<file path="config.mk">
export PLATFORM = sky130hd
export DESIGN_NAME = nandy_control_decoder
export DESIGN_NICKNAME = d
export VERILOG_FILES = /design/src/rtl/nandy_control_decoder.sv
export SDC_FILE = /design/constraint.sdc
export NUM_CORES = 1
export LEC_CHECK = 0
export ABC_CLOCK_PERIOD_IN_PS = 3400
export BUFFER_PORTS_ARGS = -buffer_cell sky130_fd_sc_hd__buf_2
export CAP_MARGIN = 20
export CELL_PAD_IN_SITES_DETAIL_PLACEMENT = 1
export CELL_PAD_IN_SITES_GLOBAL_PLACEMENT = 1
export CORE_MARGIN = 2
export CORE_UTILIZATION = 23
export DETAILED_ROUTE_END_ITERATION = 10
export PLACE_DENSITY = 0.89
export SLEW_MARGIN = 40
export SYNTH_ARGS = -nofsm -noshare
export SYNTH_HDL_FRONTEND = slang
export SYNTH_SLANG_ARGS = --single-unit
</file>
<file path="constraint.sdc">
create_clock -name vclk -period 3.4
set_clock_uncertainty 0.1 [all_clocks]
set_input_delay 0.68 -clock vclk [all_inputs]
set_output_delay 0.68 -clock vclk [all_outputs]
set_load 0.05 [all_outputs]
</file>
<file path="src/rtl/nandy_control_decoder.sv">
// Purpose : Nandy CPU instruction decoder; opcode + phase + carry -> datapath/sequencing strobes.
// Latency : zero; purely combinational from inst/cycle/carry, rst forces all outputs low asynchronously.
// Backpr. : none; outputs follow inputs continuously, no handshake.
//
// Ports:
//   clk            clock (unused by decode, present for integration uniformity)
//   rst            async active-high reset, holds every output at 0 while high
//   inst[7:0]      current opcode (i7..i0)
//   cycle          execution phase (0 = first, 1 = second)
//   carry          current carry flag
//   M,S,J,LJ,CLI,LJR,MW,MC,RD,WR,Y,WA,ISP,WC   single-bit strobes
//   RS[1:0]        register select
//   ALU[3:0]       ALU opcode
//   SIG[7:0]       one-hot signal strobes
module nandy_control_decoder (
    input  logic       clk,
    input  logic       rst,
    input  logic [7:0] inst,
    input  logic       cycle,
    input  logic       carry,
    output logic       M,
    output logic       S,
    output logic       J,
    output logic       LJ,
    output logic       CLI,
    output logic       LJR,
    output logic       MW,
    output logic       MC,
    output logic       RD,
    output logic       WR,
    output logic       Y,
    output logic [1:0] RS,
    output logic       WA,
    output logic       ISP,
    output logic       WC,
    output logic [3:0] ALU,
    output logic [7:0] SIG
);

    // All decoded strobes travel together so the reset override is a single mux.
    typedef struct packed {
        logic       m;
        logic       s;
        logic       j;
        logic       lj;
        logic       cli;
        logic       ljr;
        logic       mw;
        logic       mc;
        logic       rd;
        logic       wr;
        logic       y;
        logic [1:0] rs;
        logic       wa;
        logic       isp;
        logic       wc;
        logic [3:0] alu;
        logic [7:0] sig;
    } ctl_t;

    // Clock is deliberately unused: there is no state in this block.
    logic w_unused_clk;
    assign w_unused_clk = clk;

    logic w_i7, w_i6, w_i5, w_i4, w_i3, w_i2, w_i1;
    assign w_i7 = inst[7];
    assign w_i6 = inst[6];
    assign w_i5 = inst[5];
    assign w_i4 = inst[4];
    assign w_i3 = inst[3];
    assign w_i2 = inst[2];
    assign w_i1 = inst[1];

    // Z: opcode row 0x0X (I/O group). A: accumulator-writing ALU group,
    // which in the second phase also includes the 0xC0-0xDF row.
    logic w_z;
    logic w_a;
    assign w_z = ~w_i7 & ~w_i6 & ~w_i5 & ~w_i4;
    assign w_a = (w_i6 & ~w_i7) | (cycle & w_i6 & ~w_i5);

    ctl_t w_dec;
    ctl_t w_out;

    always_comb begin
        w_dec      = '0;
        w_dec.m    = w_i7 & ~w_i6 & cycle;
        w_dec.s    = w_i4;
        // i4 turns the jump into "jump if no carry"; otherwise unconditional.
        w_dec.j    = w_i7 & w_i6 & w_i5 & cycle & ~(carry & w_i4);
        w_dec.lj   = ~w_i7 & ~w_i6 & ~w_i5 & w_i4 & ~w_i3;
        w_dec.cli  = w_dec.lj & w_i1;
        w_dec.ljr  = w_dec.lj & w_i2;
        w_dec.mw   = w_dec.m & w_i5;
        w_dec.mc   = w_i7 & ~cycle;
        // RD and WR are independent; both may assert together.
        w_dec.rd   = w_z & w_i2;
        w_dec.wr   = w_z & w_i3;
        w_dec.y    = w_i5;
        w_dec.rs   = inst[1:0];
        // Memory loads write the accumulator; ALU ops do too except the
        // i4=1/i3=0 sub-group which only updates carry.
        w_dec.wa   = (w_dec.m & ~w_i5) | (w_a & ~(w_i4 & ~w_i3));
        w_dec.isp  = ~w_i7 & ~w_i6 & w_i5;
        w_dec.wc   = (w_a | w_dec.isp) & w_i4;
        // Non-ALU opcodes still present a fixed ALU code: 8 for
        // non-memory ops, 0 (pass-through) for memory ops.
        w_dec.alu  = w_i6 ? inst[3:0] : {~w_i7, 3'b000};
        // Signal group 0x18-0x1F: one-hot strobe selected by i[2:0].
        if (~w_i7 & ~w_i6 & ~w_i5 & w_i4 & w_i3) begin
            w_dec.sig = 8'h01 << inst[2:0];
        end
    end

    // Asynchronous override: no clock edge needed to enter or leave reset.
    assign w_out = rst ? '0 : w_dec;

    assign M   = w_out.m;
    assign S   = w_out.s;
    assign J   = w_out.j;
    assign LJ  = w_out.lj;
    assign CLI = w_out.cli;
    assign LJR = w_out.ljr;
    assign MW  = w_out.mw;
    assign MC  = w_out.mc;
    assign RD  = w_out.rd;
    assign WR  = w_out.wr;
    assign Y   = w_out.y;
    assign RS  = w_out.rs;
    assign WA  = w_out.wa;
    assign ISP = w_out.isp;
    assign WC  = w_out.wc;
    assign ALU = w_out.alu;
    assign SIG = w_out.sig;

endmodule

</file>
==> flow_metrics.env <==
export IMPL_synthesis_nets=65
export IMPL_cts_hold_fix_buffers=0
export IMPL_ys_warn_count=0
export IMPL_start_kind="input pin"
export IMPL_cp_common_cell="buf_2"
export IMPL_whs_ns=1.61
export IMPL_finalSetupViolations=0
export IMPL_diodes=0
export IMPL_nets=101
export IMPL_hold_viol=0
export IMPL_min_path_type="in -> out"
export IMPL_cp_cell_sequence="buf_2 -> or4_4 -> nor3_2 -> buf_2"
export IMPL_post_cts_buffers=0
export IMPL_p_total_uw=73.5
export IMPL_drc=0
export IMPL_antenna_found_initial=0
export IMPL_drtIter0Drc=6
export IMPL_arrival_ns=1.82
export IMPL_std_cell_rows=14
export IMPL_flow_area_growth_from_synthesis_pct=50.4
export IMPL_vias_per_cell=4.90
export IMPL_critPathCaptureType="output pin"
export IMPL_overflow=0
export IMPL_post_cts_resized=0
export IMPL_synth_area_leader_cell="nor3_1"
export IMPL_yosys_top_cells_area="nor3_1, buf_6, nor3_2, or3b_2, a211oi_1"
export IMPL_fin_crit_ns=2.60
export IMPL_syn_area_per_cell_um2=6.61
export IMPL_fp_dieH_um=43.0
export IMPL_fp_dieW_um=43.0
export IMPL_worst_pin_slew_ns=0.293
export IMPL_grt_max_degree=19
export IMPL_seq_cells=0
export IMPL_cpPeakStageDelay_ns=0.57
export IMPL_final_area_um2=527
export IMPL_finish_utilization_pct=35.8
export IMPL_status="finished clean"
export IMPL_synth_top_area_share_pct=17.1
export IMPL_synthCells=53
export IMPL_fin_setup_tns_ns=0
export IMPL_vias=505
export IMPL_n_clock_buffer=0
export IMPL_netlist_area_um2=350
export IMPL_grt_usage_pct=15.2
export IMPL_initial_utilization_pct=23.8
export IMPL_boundaryPins=40
export IMPL_critPathMaxFanout=9
export IMPL_drtAntennaViolNets=0
export IMPL_routedWlPerCell_um=13.8
export IMPL_grt_pass1_vias=478
export IMPL_p_leak_nw=0.295
export IMPL_period_share_pct=76.4
export IMPL_power_density_mw_per_mm2=139
export IMPL_finalMaxSlewViolations=0
export IMPL_crit_buf_inv=2
export IMPL_rsz0062_at_grt="false"
export IMPL_place_congestion=0.771
export IMPL_crit_type="in -> out"
export IMPL_drive_gt1_share_pct=55.2
export IMPL_die_area_mm2=0.00185
export IMPL_fill_cells=201
export IMPL_synth_yosys_seq_area_share_pct=0
export IMPL_drt_first_pass_iters=4
export IMPL_ys_types=27
export IMPL_drt_total_wl_um=1420
export IMPL_critPathRequiredTime_ns=2.62
export IMPL_max_cap_violations=0
export IMPL_cp_slowest_cell="or4_4"
export IMPL_max_clock_freq_mhz=385
export IMPL_seq_area_um2=0
export IMPL_critical_path_top_delay_family="simple AND/OR/NAND/NOR gates"
export IMPL_design_core_area_mm2=0.00147
export IMPL_multi_input_area_um2=297
export IMPL_dp_hpwl_um=1210
export IMPL_ir_drop_mv=0.0469
export IMPL_io_buffer_count=39
export IMPL_grt_pass1_wl_um=2240
export IMPL_slew_headroom_pct=80.5
export IMPL_placed_cell_area_um2=527
where the power goes:
part	total, mW	leakage [nW]	internal [mW]	switching (mW)
clock network	0	0	0	0
registers	0	0	0	0
logic	0.0735	0.295	0.0190	0.0545
total	0.0735	0.295	0.0190	0.0545
per-stage QoR:
step | cells | worst slack (ns)
floorplan | 53 | 0.292
global placement | 103 | 0.812
detailed placement | 103 | 0.802
CTS | 103 | 0.797
global route | 103 | 0.707
finish | 103 | 0.801
cell type report:
type	count	share of cell area (%)
multi-input cells	44	56.3
repair buffers	39	37.1
well taps	16	3.80
inverters	4	2.85
cells in the final DEF, fill, tap and decap left out, drive strengths merged:
cell type  Yosys  routed
a2111oi        1       1
a211oi         2       2
a21oi          1       1
and3           3       3
and3b          1       1
buf            4      39
inv            4       4
nand2          1       1
nand2b         2       2
nand3          1       1
nand3b         1       1
nand4b         1       1
nand4bb        1       1
nor2           4       4
nor2b          2       2
nor3          14      14
nor3b          3       3
o21bai         1       1
or2            1       1
or3            1       1
or3b           2       2
or4            1       1
tightest hold or removal path: cells and delay by family:
kind	cells	cell delay [ns]
buffers and inverters	2	0.30
AOI/OAI and AO/OA	1	0.06
layer usage:
layer  global-route usage [%]  vias up  wire length [µm]
li1                         -      263                 -
met1                     19.5      234               541
met2                     28.8        8               843
met3                        0        0                34
met4                     1.82        0                 0
met5                        0        -                 0
cell families after synthesis:
group,count (synthesis),share of synthesized area [%]
AND/OR/NAND/NOR,39,72.5
buffers and inverters,9,17.1
AO/OA/AOI/OAI,5,10.4
cells in the mapped netlist, drive strengths merged (2+ instances only):
cell type and n:
nor2b 2, nor3b 3, or3b 2, buf 4, a211oi 2, nand2b 2
nor3 14, inv 4, and3 3, nor2 4
final timing paths:
check / cells past startpoint / endpoint / from / slack [ns]
max: 4 / LJR / inst[5] / 0.80
min: 3 / J / carry / 1.61
Power figures use the tool's default switching activity.
